## config.mk

```make
export PLATFORM = sky130hd
export DESIGN_NAME = qkd_mailbox_requester
export DESIGN_NICKNAME = d
export VERILOG_FILES = /design/src/rtl/qkd_mailbox_requester.sv
export SDC_FILE = /design/constraint.sdc
export NUM_CORES = 1
export LEC_CHECK = 0
export ABC_AREA = 0
export CAP_MARGIN = 40
export CORE_AREA = 10 10 176 96
export DETAILED_ROUTE_END_ITERATION = 12
export DIE_AREA = 0 0 186 106
export GPL_TIMING_DRIVEN = 0
export PLACE_DENSITY = 0.56
export SLEW_MARGIN = 20
export SYNTH_ARGS = -nofsm -noshare
export SYNTH_HDL_FRONTEND = slang
export SYNTH_SLANG_ARGS = --single-unit
```

## constraint.sdc

```tcl
create_clock -name clk -period 3 [get_ports clk]
set_clock_uncertainty 0.2 [all_clocks]
set_input_delay 0.6 -clock clk [delete_from_list [all_inputs] [get_ports clk]]
set_output_delay 0.6 -clock clk [all_outputs]
set_load 0.02 [all_outputs]
```

## src/rtl/qkd_mailbox_requester.sv

```systemverilog
// qkd_mailbox_requester
// KCU116-side initiator of the shared-BRAM status-word handshake. Claims a
// slot in the status word on behalf of a local client, polls until the host
// agent answers READY in that slot, grants the client, then releases the
// mailbox and waits for the host's closing IDLE.
//
// Status word layout: [3:0] writer ID, slot n at [4n+7:4n+4] (n = 0..3),
// [63:20] owned by others and always written back unchanged from the shadow.
//
// Ports:
//   clk, rst_n            clock, asynchronous active-low reset
//   req_valid/req_slot    client request and slot index (accepted in IDLE)
//   req_ready             high only in IDLE
//   grant                 host answered READY; client owns the channel
//   client_done           client finished (sampled only while grant=1)
//   done                  one-cycle pulse when the transaction closes
//   busy                  high in every state except IDLE
//   timeout_err           sticky poll-timeout flag
//   bram_*                BRAM port A (single status word at STATUS_ADDR)
//   state                 current FSM state code
//
// Build option: define QKD_MAILBOX_TIMEOUT_EN to bound the polling loops by
// TIMEOUT_CYC cycles; without it polling is unbounded and timeout_err is 0.
//
// state      | meaning
// -----------+-------------------------------------------------------------
// IDLE     0 | waiting for a client request
// RD_FREE  1 | issue read of status word
// CHK_FREE 2 | wait for capture; all slots idle -> request, else re-poll
// WR_REQ   3 | write writer ID + REQUEST in the selected slot
// POLL_WAIT4 | pacing gap before the next READY poll
// POLL_RD  5 | issue read of status word
// POLL_CHK 6 | wait for capture; READY in selected slot -> grant
// GRANT    7 | client owns the channel until client_done
// WR_IDLE  8 | write writer ID + all slots IDLE
// ACK_WAIT 9 | paced polling until host writes its own all-IDLE word
// FINISH  10 | done pulse
module qkd_mailbox_requester #(
   parameter int                ADDR_W      = 10,
   parameter logic [ADDR_W-1:0] STATUS_ADDR = '0,
   parameter int                RD_LAT      = 2,
   parameter int                POLL_GAP    = 16,
   parameter logic [3:0]        IDLE_CODE   = 4'h0,
   parameter logic [3:0]        REQ_CODE    = 4'h1,
   parameter logic [3:0]        READY_CODE  = 4'h2,
   parameter logic [3:0]        WR_KCU      = 4'h1,
   parameter logic [3:0]        WR_HOST     = 4'h2,
   parameter int                TIMEOUT_CYC = 1000000
) (
   input  logic              clk,
   input  logic              rst_n,
   input  logic              req_valid,
   input  logic [1:0]        req_slot,
   output logic              req_ready,
   output logic              grant,
   input  logic              client_done,
   output logic              done,
   output logic              busy,
   output logic              timeout_err,
   output logic              bram_en,
   output logic [7:0]        bram_we,
   output logic [ADDR_W-1:0] bram_addr,
   output logic [63:0]       bram_din,
   input  logic [63:0]       bram_dout,
   output logic [3:0]        state
);

   localparam int LAT_W = $clog2(RD_LAT + 1);
   localparam int GAP_W = $clog2(POLL_GAP + 1);

   typedef enum logic [3:0] {
      S_IDLE      = 4'd0,
      S_RD_FREE   = 4'd1,
      S_CHK_FREE  = 4'd2,
      S_WR_REQ    = 4'd3,
      S_POLL_WAIT = 4'd4,
      S_POLL_RD   = 4'd5,
      S_POLL_CHK  = 4'd6,
      S_GRANT     = 4'd7,
      S_WR_IDLE   = 4'd8,
      S_ACK_WAIT  = 4'd9,
      S_FINISH    = 4'd10
   } state_t;

   state_t             state_q, state_d;
   logic [1:0]         slot_q;
   logic [63:0]        shadow_q;
   logic [LAT_W-1:0]   lat_cnt_q;
   logic [GAP_W-1:0]   gap_cnt_q;
   logic               fresh_q;

   logic               rd_go, wr_go, gap_load, gap_dec, to_hit, to_fire;
   logic               rd_idle, gap_end, slots_idle, ack_ok;
   logic [5:0]         slot_lsb;
   logic [3:0]         slot_nib;
   logic [63:0]        wr_word;

   assign slot_lsb   = {2'b00, slot_q, 2'b00} + 6'd4;
   assign slot_nib   = shadow_q[slot_lsb +: 4];
   assign slots_idle = (shadow_q[7:4]   == IDLE_CODE) && (shadow_q[11:8]  == IDLE_CODE) &&
                       (shadow_q[15:12] == IDLE_CODE) && (shadow_q[19:16] == IDLE_CODE);
   assign ack_ok     = slots_idle && (shadow_q[3:0] == WR_HOST);
   assign rd_idle    = (lat_cnt_q == '0);
   assign gap_end    = (gap_cnt_q <= GAP_W'(1));

   // Every write is the shadow with the writer ID and slot field rebuilt.
   always_comb begin
      wr_word        = shadow_q;
      wr_word[3:0]   = WR_KCU;
      wr_word[19:4]  = {4{IDLE_CODE}};
      if (state_q == S_WR_REQ) wr_word[slot_lsb +: 4] = REQ_CODE;
   end

   always_ff @(posedge clk or negedge rst_n) begin
      if (!rst_n) state_q <= S_IDLE;
      else        state_q <= state_d;
   end

   always_comb begin
      state_d   = state_q;
      req_ready = 1'b0;
      grant     = 1'b0;
      done      = 1'b0;
      rd_go     = 1'b0;
      wr_go     = 1'b0;
      gap_load  = 1'b0;
      gap_dec   = 1'b0;
      to_fire   = 1'b0;
      case (state_q)
         S_IDLE: begin
            req_ready = 1'b1;
            if (req_valid) state_d = S_RD_FREE;
         end
         S_RD_FREE: begin
            rd_go    = 1'b1;
            gap_load = 1'b1;
            state_d  = S_CHK_FREE;
         end
         // Gap counts from the read issue so the read latency overlaps it.
         S_CHK_FREE: begin
            if (!gap_end) gap_dec = 1'b1;
            if (rd_idle) begin
               if (to_hit) begin
                  to_fire = 1'b1;
                  state_d = S_WR_IDLE;
               end else if (slots_idle) state_d = S_WR_REQ;
               else if (gap_end)        state_d = S_RD_FREE;
            end
         end
         S_WR_REQ: begin
            wr_go    = 1'b1;
            gap_load = 1'b1;
            state_d  = S_POLL_WAIT;
         end
         S_POLL_WAIT: begin
            if (to_hit && rd_idle) begin
               to_fire = 1'b1;
               state_d = S_WR_IDLE;
            end else if (gap_end) state_d = S_POLL_RD;
            else                  gap_dec = 1'b1;
         end
         S_POLL_RD: begin
            rd_go   = 1'b1;
            state_d = S_POLL_CHK;
         end
         S_POLL_CHK: begin
            if (rd_idle) begin
               if (to_hit) begin
                  to_fire = 1'b1;
                  state_d = S_WR_IDLE;
               end else if (slot_nib == READY_CODE) state_d = S_GRANT;
               else begin
                  gap_load = 1'b1;
                  state_d  = S_POLL_WAIT;
               end
            end
         end
         S_GRANT: begin
            grant = 1'b1;
            if (client_done) state_d = S_WR_IDLE;
         end
         S_WR_IDLE: begin
            wr_go    = 1'b1;
            gap_load = 1'b1;
            state_d  = S_ACK_WAIT;
         end
         // fresh_q keeps a stale pre-release shadow from closing the handshake.
         S_ACK_WAIT: begin
            if (!gap_end) gap_dec = 1'b1;
            if (rd_idle) begin
               if (fresh_q && ack_ok) state_d = S_FINISH;
               else if (to_hit) begin
                  to_fire = 1'b1;
                  state_d = S_WR_IDLE;
               end else if (gap_end) begin
                  rd_go    = 1'b1;
                  gap_load = 1'b1;
               end
            end
         end
         S_FINISH: begin
            done    = 1'b1;
            state_d = S_IDLE;
         end
         default: state_d = S_IDLE;
      endcase
   end

   always_ff @(posedge clk or negedge rst_n) begin
      if (!rst_n) begin
         slot_q    <= '0;
         shadow_q  <= '0;
         lat_cnt_q <= '0;
         gap_cnt_q <= '0;
         fresh_q   <= 1'b0;
      end else begin
         if (req_ready && req_valid) slot_q <= req_slot;
         if (rd_go)         lat_cnt_q <= LAT_W'(RD_LAT);
         else if (!rd_idle) lat_cnt_q <= lat_cnt_q - LAT_W'(1);
         if (lat_cnt_q == LAT_W'(1)) begin
            shadow_q <= bram_dout;
            fresh_q  <= 1'b1;
         end else if (wr_go) begin
            fresh_q  <= 1'b0;
         end
         if (gap_load)     gap_cnt_q <= GAP_W'(POLL_GAP);
         else if (gap_dec) gap_cnt_q <= gap_cnt_q - GAP_W'(1);
      end
   end

`ifdef QKD_MAILBOX_TIMEOUT_EN
   localparam int TO_W = $clog2(TIMEOUT_CYC + 1);
   logic [TO_W-1:0] to_cnt_q;
   logic            to_err_q;
   logic            poll_st;

   assign poll_st = (state_q == S_CHK_FREE) || (state_q == S_POLL_WAIT) ||
                    (state_q == S_POLL_RD)  || (state_q == S_POLL_CHK)  ||
                    (state_q == S_ACK_WAIT);
   assign to_hit  = poll_st && (to_cnt_q == '0);

   always_ff @(posedge clk or negedge rst_n) begin
      if (!rst_n) begin
         to_cnt_q <= TO_W'(TIMEOUT_CYC - 1);
         to_err_q <= 1'b0;
      end else begin
         if (!poll_st)             to_cnt_q <= TO_W'(TIMEOUT_CYC - 1);
         else if (to_cnt_q != '0)  to_cnt_q <= to_cnt_q - TO_W'(1);
         if (to_fire) to_err_q <= 1'b1;
      end
   end
   assign timeout_err = to_err_q;
`else
   logic [32:0] unused_timeout;
   assign to_hit         = 1'b0;
   assign timeout_err    = 1'b0;
   assign unused_timeout = {to_fire, 32'(TIMEOUT_CYC)};
`endif

   assign busy      = (state_q != S_IDLE);
   assign state     = state_q;
   assign bram_addr = STATUS_ADDR;
   assign bram_en   = rd_go | wr_go;
   assign bram_we   = {8{wr_go}};
   assign bram_din  = wr_go ? wr_word : 64'd0;

endmodule
```

# After elaboration in Yosys (flattened, before gate mapping)

Index checks and enable logic that the tools add are counted.

Shift operators: 3
$lt $le $gt $ge: 1
Mux-type cells: 33
Add/sub/neg operators: 4
Equality and inequality tests: 22
Reductions and logical operators: 20
Bitwise logic cells: 1

Operator list:

| cell                      | count |
|---|---|
| $mux W64                  | 2 |
| $bwmux W64                | 1 |
| $shift A4 B8 Y64 const A  | 1 |
| $shiftx A4 B8 Y64 const A | 1 |
| $shiftx A64 B6 Y4         | 1 |
| $pmux W4 S10              | 1 |
| $mux W4                   | 9 |
| $logic_not A4 Y1          | 5 |
| $eq A4 B2 Y1 const B      | 4 |
| $eq A4 B3 Y1 const B      | 4 |
| $ne A2 B2 Y1 const B      | 8 |
| $mux W1                   | 13 |
| $eq A4 B4 Y1 const B      | 3 |
| $mux W5                   | 2 |
| $neg A5 Y8                | 1 |
| $reduce_and A8 Y1         | 1 |
| $logic_and A1 B1 Y1       | 6 |
| $mux W2                   | 3 |
| $reduce_or A3 Y1          | 2 |
| $add A4 B3 Y5 const B     | 1 |
| $le A5 B1 Y1 const B      | 1 |
| $sub A5 B1 Y5 const B     | 1 |
| $eq A4 B1 Y1 const B      | 1 |
| $reduce_bool A2 Y1        | 2 |
| 9 further kinds           | 10 |

Flip-flop bits (word level): 78
Input port bits: 70
Logic and storage cells: 90

# Logic depth before layout (Yosys ltp)

Gate-level depths: netlist of the first run.

Word-level depth: 10
Mapped depth: 7
Depth with buffers taken out: 6

# Least setup slack after synthesis of the first run

No wires, ideal clock.

Path type: register to output
From: register state_q[3], in the netlist state[3]
To: output port bram_din[47]
Stages on the path, launching flop included: 7
Data required time: 2200 ps
Slack: 250 ps
Path buffers: 2
Arrival: 1950 ps
Cells stage by stage: dfrtp_1 -> buf_2 -> inv_2 -> or3_1 -> a21oi_1 -> clkbuf_1 -> and2_1

Cells in the longest elaborated chain, start to end: 4
Elaborated cells between the ends (all ways): 6
Those cells by class: 2 x eq/ne; 3 x mux; 1 x reduce/logical

RTL lines:

| what                                                | RTL line | RTL |
|---|---|---|
| start: declaration                                  | 85       | `state_t state_q, state_d;` |
| start signal: assignment                            | 116      | `else state_q <= state_d;` |
| $eq A4 B2 Y1 / $eq A4 B4 Y1 (equally long branches) | 129      | `case (state_q)` |
| $reduce_or A2 Y1 (no source line) (*)               | -        |  |
| $mux W1 (*)                                         | 129      |  |
| via wr_go                                           | 92       | `logic rd_go, wr_go, gap_load, gap_dec, to_hit, to_fire;` |
| $mux W64 (*)                                        | 265      | `assign bram_din = wr_go ? wr_word : 64'd0;` |
| end: declaration                                    | 63       | `output logic [63:0] bram_din,` |

Mark *: on every way through the listed nets, which the timed path passes. The rest lies on a longest branch.

# Worst setup path after layout of the first run

From: register state_q[1], in the netlist state[1]
To: output port bram_din[38]

Cells in the longest elaborated chain, start to end: 4
Elaborated cells between the ends (all ways): 6
Those cells by class: 2 x eq/ne; 3 x mux; 1 x reduce/logical

RTL lines:

| what                                                | RTL line |
|---|---|
| $eq A4 B2 Y1 / $eq A4 B4 Y1 (equally long branches) | 111, 129 |
| $reduce_or A2 Y1 (no source line)                   | - |
| $mux W1                                             | 129 |
| $mux W64 (*)                                        | 265 |

Every way passes the cells marked *; elsewhere a longest branch is shown, timed or not.

==> results.py, run 1 <==
metrics = {
    "global_routing": {
        "antenna_found_initial": 1,
        "grt_pass1_vias": 3379,
        "grt_pass1_wl_mm": 19.4,
        "gr-max-usage-layer": "met2",
        "overflow": 0,
        "grt_max_degree": 49,
        "grtUsageTotal_pct": 12.5,
        "use_met3_pct": 6.80,
        "met2_usage_pct": 18.1,
        "use_met1_pct": 15.9,
    },
    "sta": {
        "finalHoldViolCount": 0,
        "slew_headroom_pct": 55.9,
        "min_period_ns": 2.93,
        "tns_ns": 0,
        "setup_viol": 0,
        "rsz0062_at_grt": "yes",
        "fmax_mhz": 342,
        "drv_slew": 0,
        "period_share_pct": 97.6,
        "worst_pin_slew_ns": 0.662,
    },
    "clock_tree": {
        "clockBufferDepth": 2,
        "holdBufCountCts": 0,
        "htreeDepth": 3,
        "cts_made_buffers": 9,
        "cts_root_buffer": "clkbuf_16",
        "insertion_delay_ns": 0.33,
        "cts_num_sinks": 78,
        "cts.reportedPaths.clkPinSlew_ns": 0.06,
        "cts_tree": "yes",
    },
    "floorplan": {
        "dieWidth_microns": 186,
        "pin_count": 162,
        "die_y_microns": 106,
        "start_util_pct": 29.1,
        "core_area_sq_mm": 0.0140,
        "die_area_sq_mm": 0.0197,
        "rows": 31,
    },
    "critical_path": {
        "cp_max_fo": 10,
        "endpoint_kind": "output port",
        "r2r_slack_ns": 0.65,
        "arrival_ns": 2.13,
        "required_ns": 2.20,
        "worstReg2RegEnd": "shadow_q[22]",
        "rr_worst_depth": 5,
        "startpoint_type": "register",
        "critPathKind": "reg2out",
        "r2r-start": "lat_cnt_q[1]",
    },
    "final_layout": {
        "drive_above_1_share_pct": 39.7,
        "post-route-util_pct": 45.0,
        "nets": 608,
        "area_delta_synth_final_pct": 54.5,
        "fillCellCount": 1328,
        "final_cell_mix": "78 x clkdlybuf4s50_1, 76 x dfrtp_1, 66 x mux2_2",
        "final_common_cell": "clkdlybuf4s50_1",
    },
    "placed_design": {
        "dp.final_hpwl_mm": 9.40,
        "gp_congestion": 0.793,
        "portBuffers": 135,
    },
    "synthesis": {
        "ys_warn_count": 0,
        "async_reset_ff_share_pct": 100,
        "synth-edff-count": 0,
        "avgSynthCellArea_sq_um": 11.4,
        "yosysUniqueCellTypes": 55,
        "synth_top_cell_by_area": "dfrtp_1",
        "syn_inst": 356,
        "seq_area_frac_synth_pct": 48.0,
        "synth_top_area_share_pct": 48.0,
        "synth_area_sq_mm": 0.00406,
        "ys_ff_latch": 78,
        "ys_top_cells_by_area": "dfrtp_1 48%, mux2_2 18%, and2_1 6.8%",
        "ys.flop_type": "dfrtp_1",
    },
    "routing": {
        "vias": 3204,
        "postRouteAntennaNets": 0,
        "wire_per_inst_microns": 17.0,
        "first_iter_violations": 136,
        "drc": 0,
        "dr.pass1.iters": 4,
        "routed_via_density": 4.44,
        "drt-total-wl_mm": 12.3,
    },
    "worst_hold_path": {
        "min_path_type": "in2async",
    },
    "pwr": {
        "ir_drop_v": 0.000326,
        "leakage_nw": 2.78,
        "powerDensity_mw_per_mm2": 951,
    },
    "run_status": {
        "status": "finished, final reports clean",
    },
    "flow_run": {
        "cap_viol_max_count": 0,
    },
}
-- stage by stage --
step           power, mW  cell area, sq um  worst slack, ns  hold slack [ns]  cells
5_1_grt             6.40              6270          -0.0377           0.0154    720
4_1_cts             5.87              6110          -0.0287          0.00780    718
3_3_place_gp        4.55              5740            -1.73            0.275    697
2_1_floorplan       3.69              4160            0.250            0.104    381
6_report            5.97              6280           0.0729          0.00387    722
3_5_place_dp        4.64              5760           -0.538            0.280    698
-- critical path, cell delays in order (launching register included) --
cell and delay, ns:
dfrtp_2 0.43, buf_6 0.15, or3_4 0.38, a21oi_4 0.23
buf_6 0.19, buf_6 0.14, and2_1 0.13, buf_4 0.14
-- flip-flops by register name, summed over array words and instances (netlist names) --
signal	cells
fresh_q	1
gap_cnt_q	5
lat_cnt_q	2
shadow_q	64
slot_q	2
state	4
-- worst max path at each step --
stage | to | from | cells past startpoint | slack (ns)
after CTS | bram_din[47] | state[3] | 7 | -0.03
after global placement | shadow_q[38] | rst_n | 1 | -1.73
final | bram_din[38] | state[1] | 7 | 0.07
after global routing | bram_din[40] | state[0] | 7 | -0.04
after floorplan | bram_din[47] | state[3] | 6 | 0.25
after detailed placement | bram_we[1] | state[0] | 6 | -0.54
-- area by class of cell --
class | count | area [sq um] | area share, %
flip-flops and latches | 78 | 1950 | 31.1
multi-input cells | 238 | 1930 | 30.7
repair buffers | 144 | 1410 | 22.5
plain buffers | 53 | 395 | 6.30
clock buffers | 11 | 253 | 4.03
well taps | 181 | 226 | 3.61
clock inverters | 5 | 65.1 | 1.04
inverters | 10 | 37.5 | 0.598
diodes | 2 | 5.00 | 0.0797
-- cells by family after synthesis --
| family | share of synthesized area (%) |
|---|---|
| AO/OA/AOI/OAI | 6.07 |
| adder cells (fa/ha/maj) | 1.23 |
| other | 0.0923 |
| flip-flops | 48.0 |
| XOR/XNOR | 1.08 |
| AND/OR/NAND/NOR | 14.7 |
| multiplexers | 19.4 |
| buffers and inverters | 9.42 |
-- power by group --
part | switching [mW] | total [mW] | internal [mW]
Clock | 0.455 | 1.15 | 0.699
Sequential | 0.316 | 1.92 | 1.60
Combinational | 1.38 | 2.90 | 1.52
-- synth_stat cells, types with 3 or more instances --
cell      count
a211oi_1      3
a21oi_1       5
and2_1       44
and3_1        3
buf_2         6
buf_4        35
clkbuf_1     13
dfrtp_1      78
ha_1          4
inv_1         9
mux2_2       66
nand2_1       7
nand2b_1      4
nor2_1       10
nor3_1        9
nor3b_1       3
nor4_1        4
o21ai_1       3
or3_1         4
xor2_1        3
-- repair_timing --
| item | CTS | global route |
|---|---|---|
| endpoints found under the setup margin | 58 | 56 |
| gates resized for setup | 236 | 64 |
| buffers inserted | 4 | 2 |
| pin swaps | 2 | 3 |
| gates cloned | 1 | 1 |
-- routing by layer --
metal / vias up / part of all wire, % / wire [microns]
met1: 1529 / 45 / 5580
met4: 0 / 0.54 / 67
met3: 9 / 13 / 1550
met2: 121 / 41 / 5100
li1: 1545 / - / -
met5: - / 0 / 0
No activity file was read; power rests on OpenSTA's default activity.
==> run 2, diff against run 1 <==
==> constraint.sdc (replaced) <==
create_clock -name clk -period 3.65 [get_ports clk]
set_clock_uncertainty 0.2 [all_clocks]
set_input_delay 0.73 -clock clk [delete_from_list [all_inputs] [get_ports clk]]
set_output_delay 0.73 -clock clk [all_outputs]
set_load 0.02 [all_outputs]
==> results.py, run 2 (synthesized netlist as in run 1, its figures left out) <==
metrics = {
    "pwr": {
        "seqPwrFrac_pct": 32.9,
        "ir_drop_v": 0.000261,
        "sw_frac_of_total_pct": 36.2,
        "combPwrFrac_pct": 47.1,
        "switchingPower_mw": 1.71,
        "intPower_mw": 3.02,
        "leakage_nw": 2.98,
        "powerDensity_mw_per_mm2": 771,
        "clockPowerShare_pct": 20.1,
    },
    "global_routing": {
        "grt_pass1_wl_mm": 19.1,
        "grt_max_degree": 49,
        "overflow": 0,
        "grt_pass1_vias": 3333,
        "grtUsageTotal_pct": 12.3,
        "antenna_found_initial": 1,
    },
    "sta": {
        "setup_viol": 0,
        "tns_ns": 0,
        "fmax_mhz": 283,
        "period_share_pct": 96.8,
        "slew_headroom_pct": 55.5,
        "drv_slew": 0,
        "holdWs_ns": 0.134,
        "worst_pin_slew_ns": 0.667,
        "finalHoldViolCount": 0,
        "min_period_ns": 3.53,
        "setup_slack_ns": 0.118,
    },
    "critical_path": {
        "endpoint_kind": "output port",
        "slowest_delay_ns": 0.41,
        "critPathBufInv": 3,
        "cp_max_fo": 10,
        "startpoint_type": "register",
        "arrival_ns": 2.60,
        "cp_top_family": "compound AO/OA/AOI/OAI gates",
        "critPathKind": "reg2out",
        "crit_chain": "clkbuf_4 -> inv_2 -> or3_1 -> o21bai_1 -> o32ai_2 -> or2_1 -> dlygate4sd2_1",
        "slowest_stage": "or3_1",
        "required_ns": 2.72,
    },
    "routing": {
        "postRouteAntennaNets": 0,
        "drt-total-wl_mm": 12.0,
        "dr.pass1.iters": 4,
        "wire_per_inst_microns": 16.8,
        "drc": 0,
        "vias": 3149,
        "first_iter_violations": 160,
        "routed_via_density": 4.39,
    },
    "clock_tree": {
        "holdBufCountCts": 0,
        "cts_made_buffers": 9,
        "cts_tree": "yes",
        "cts.reportedPaths.clkPinSlew_ns": 0.06,
        "insertion_delay_ns": 0.33,
        "clockBufferDepth": 2,
        "cts_root_buffer": "clkbuf_16",
        "htreeDepth": 3,
        "cts_num_sinks": 78,
    },
    "final_layout": {
        "post-route-util_pct": 44.0,
        "area_delta_synth_final_pct": 51.1,
        "seq_area_sq_mm": 0.00195,
        "fin_area_sq_mm": 0.00614,
        "regMostFlops": "shadow_q",
        "fillCellCount": 1338,
        "largest_reg_flops": 64,
        "final_common_cell": "clkdlybuf4s50_1",
        "nets": 604,
        "drive_above_1_share_pct": 25.8,
        "final_cell_mix": "88 x clkdlybuf4s50_1, 78 x dfrtp_1, 66 x mux2_2",
        "multiInputGateArea_sq_mm": 0.00185,
    },
    "floorplan": {
        "pin_count": 162,
        "die_area_sq_mm": 0.0197,
        "start_util_pct": 29.1,
        "core_area_sq_mm": 0.0140,
        "die_y_microns": 106,
        "dieWidth_microns": 186,
        "rows": 31,
    },
    "worst_hold_path": {
        "min_path_type": "in2async",
    },
    "placed_design": {
        "dp.final_hpwl_mm": 9.40,
        "portBuffers": 135,
        "pre_cts_slack_ns": -0.0177,
        "dpl_cell_area_sq_mm": 0.00576,
        "gp_congestion": 0.793,
    },
    "run_status": {
        "status": "finished, final reports clean",
    },
    "flow_run": {
        "cap_viol_max_count": 0,
    },
}
run 2: cell types whose count changed in the layout (fill, tap and decap cells not counted), sizes merged:
cell | previous run | this run
clkdlybuf4s15 | 14 | 7
clkdlybuf4s50 | 78 | 88
diode | 2 | 1
buf | 91 | 45
clkbuf | 22 | 25
clkdlybuf4s18 | 1 | 0
dlygate4sd2 | 1 | 24
dlymetal6s2s | 1 | 15
run 2: what timing repair did:
item | CTS | global route
pin swaps | 1 | 1
gates resized for setup | 39 | 24
setup buffers | 1 | 1
hold endpoints to repair | 0 | 0
setup endpoints to repair | 54 | 54
run 2: final timing paths:
kind | from | endpoint | slack, ns | depth (start not counted)
worst max-delay path | state[3] | bram_en | 0.12 | 7
worst min-delay path | rst_n | shadow_q[0] | 0.13 | 1
worst max register to register | lat_cnt_q[0] | state[1] | 1.23 | 7
worst min register to register | lat_cnt_q[1] | lat_cnt_q[1] | 0.30 | 1
max in group asynchronous | rst_n | shadow_q[24] | 2.51 | 2
min in group clk | lat_cnt_q[1] | lat_cnt_q[1] | 0.30 | 1
run 2: area by class of cell:
cell class,count,share of cell area [%]
clock inverters,5,1.06
well taps,181,3.69
repair buffers,138,22.8
clock buffers,11,4.11
flip-flops and latches,78,31.8
multi-input cells,238,30.0
inverters,10,0.611
diodes,1,0.0407
plain buffers,55,5.89
run 2: through the flow:
stage	power, mW	cells
after global routing	5.08	716
after detailed placement	3.81	698
after global placement	3.74	697
after floorplan	3.04	381
after CTS	4.77	715
final	4.73	717
run 2: power groups by stage:
stage,registers [mW],logic (mW),clock network (mW)
2_1_floorplan,1.51,1.53,0
3_3_place_gp,1.54,2.20,0
3_5_place_dp,1.56,2.25,0
4_1_cts,1.56,2.24,0.977
5_1_grt,1.62,2.45,1.01
6_report,1.56,2.23,0.951
run 2: per-layer routing:
layer	vias to the layer above	part of all wire, %	global-route usage, %
met5	-	0	0
li1	1534	-	-
met3	9	12	7.14
met4	0	0.60	2.57
met1	1493	46	15.5
met2	113	41	17.7
run 2: worst register-to-register path, stage by stage (launching register included):
cell and delay, ns:
dfrtp_1 0.41, inv_1 0.07, ha_1 0.13, buf_1 0.37, o221ai_1 0.23, o2bb2ai_1 0.23
nor3b_1 0.32, mux2_1 0.35
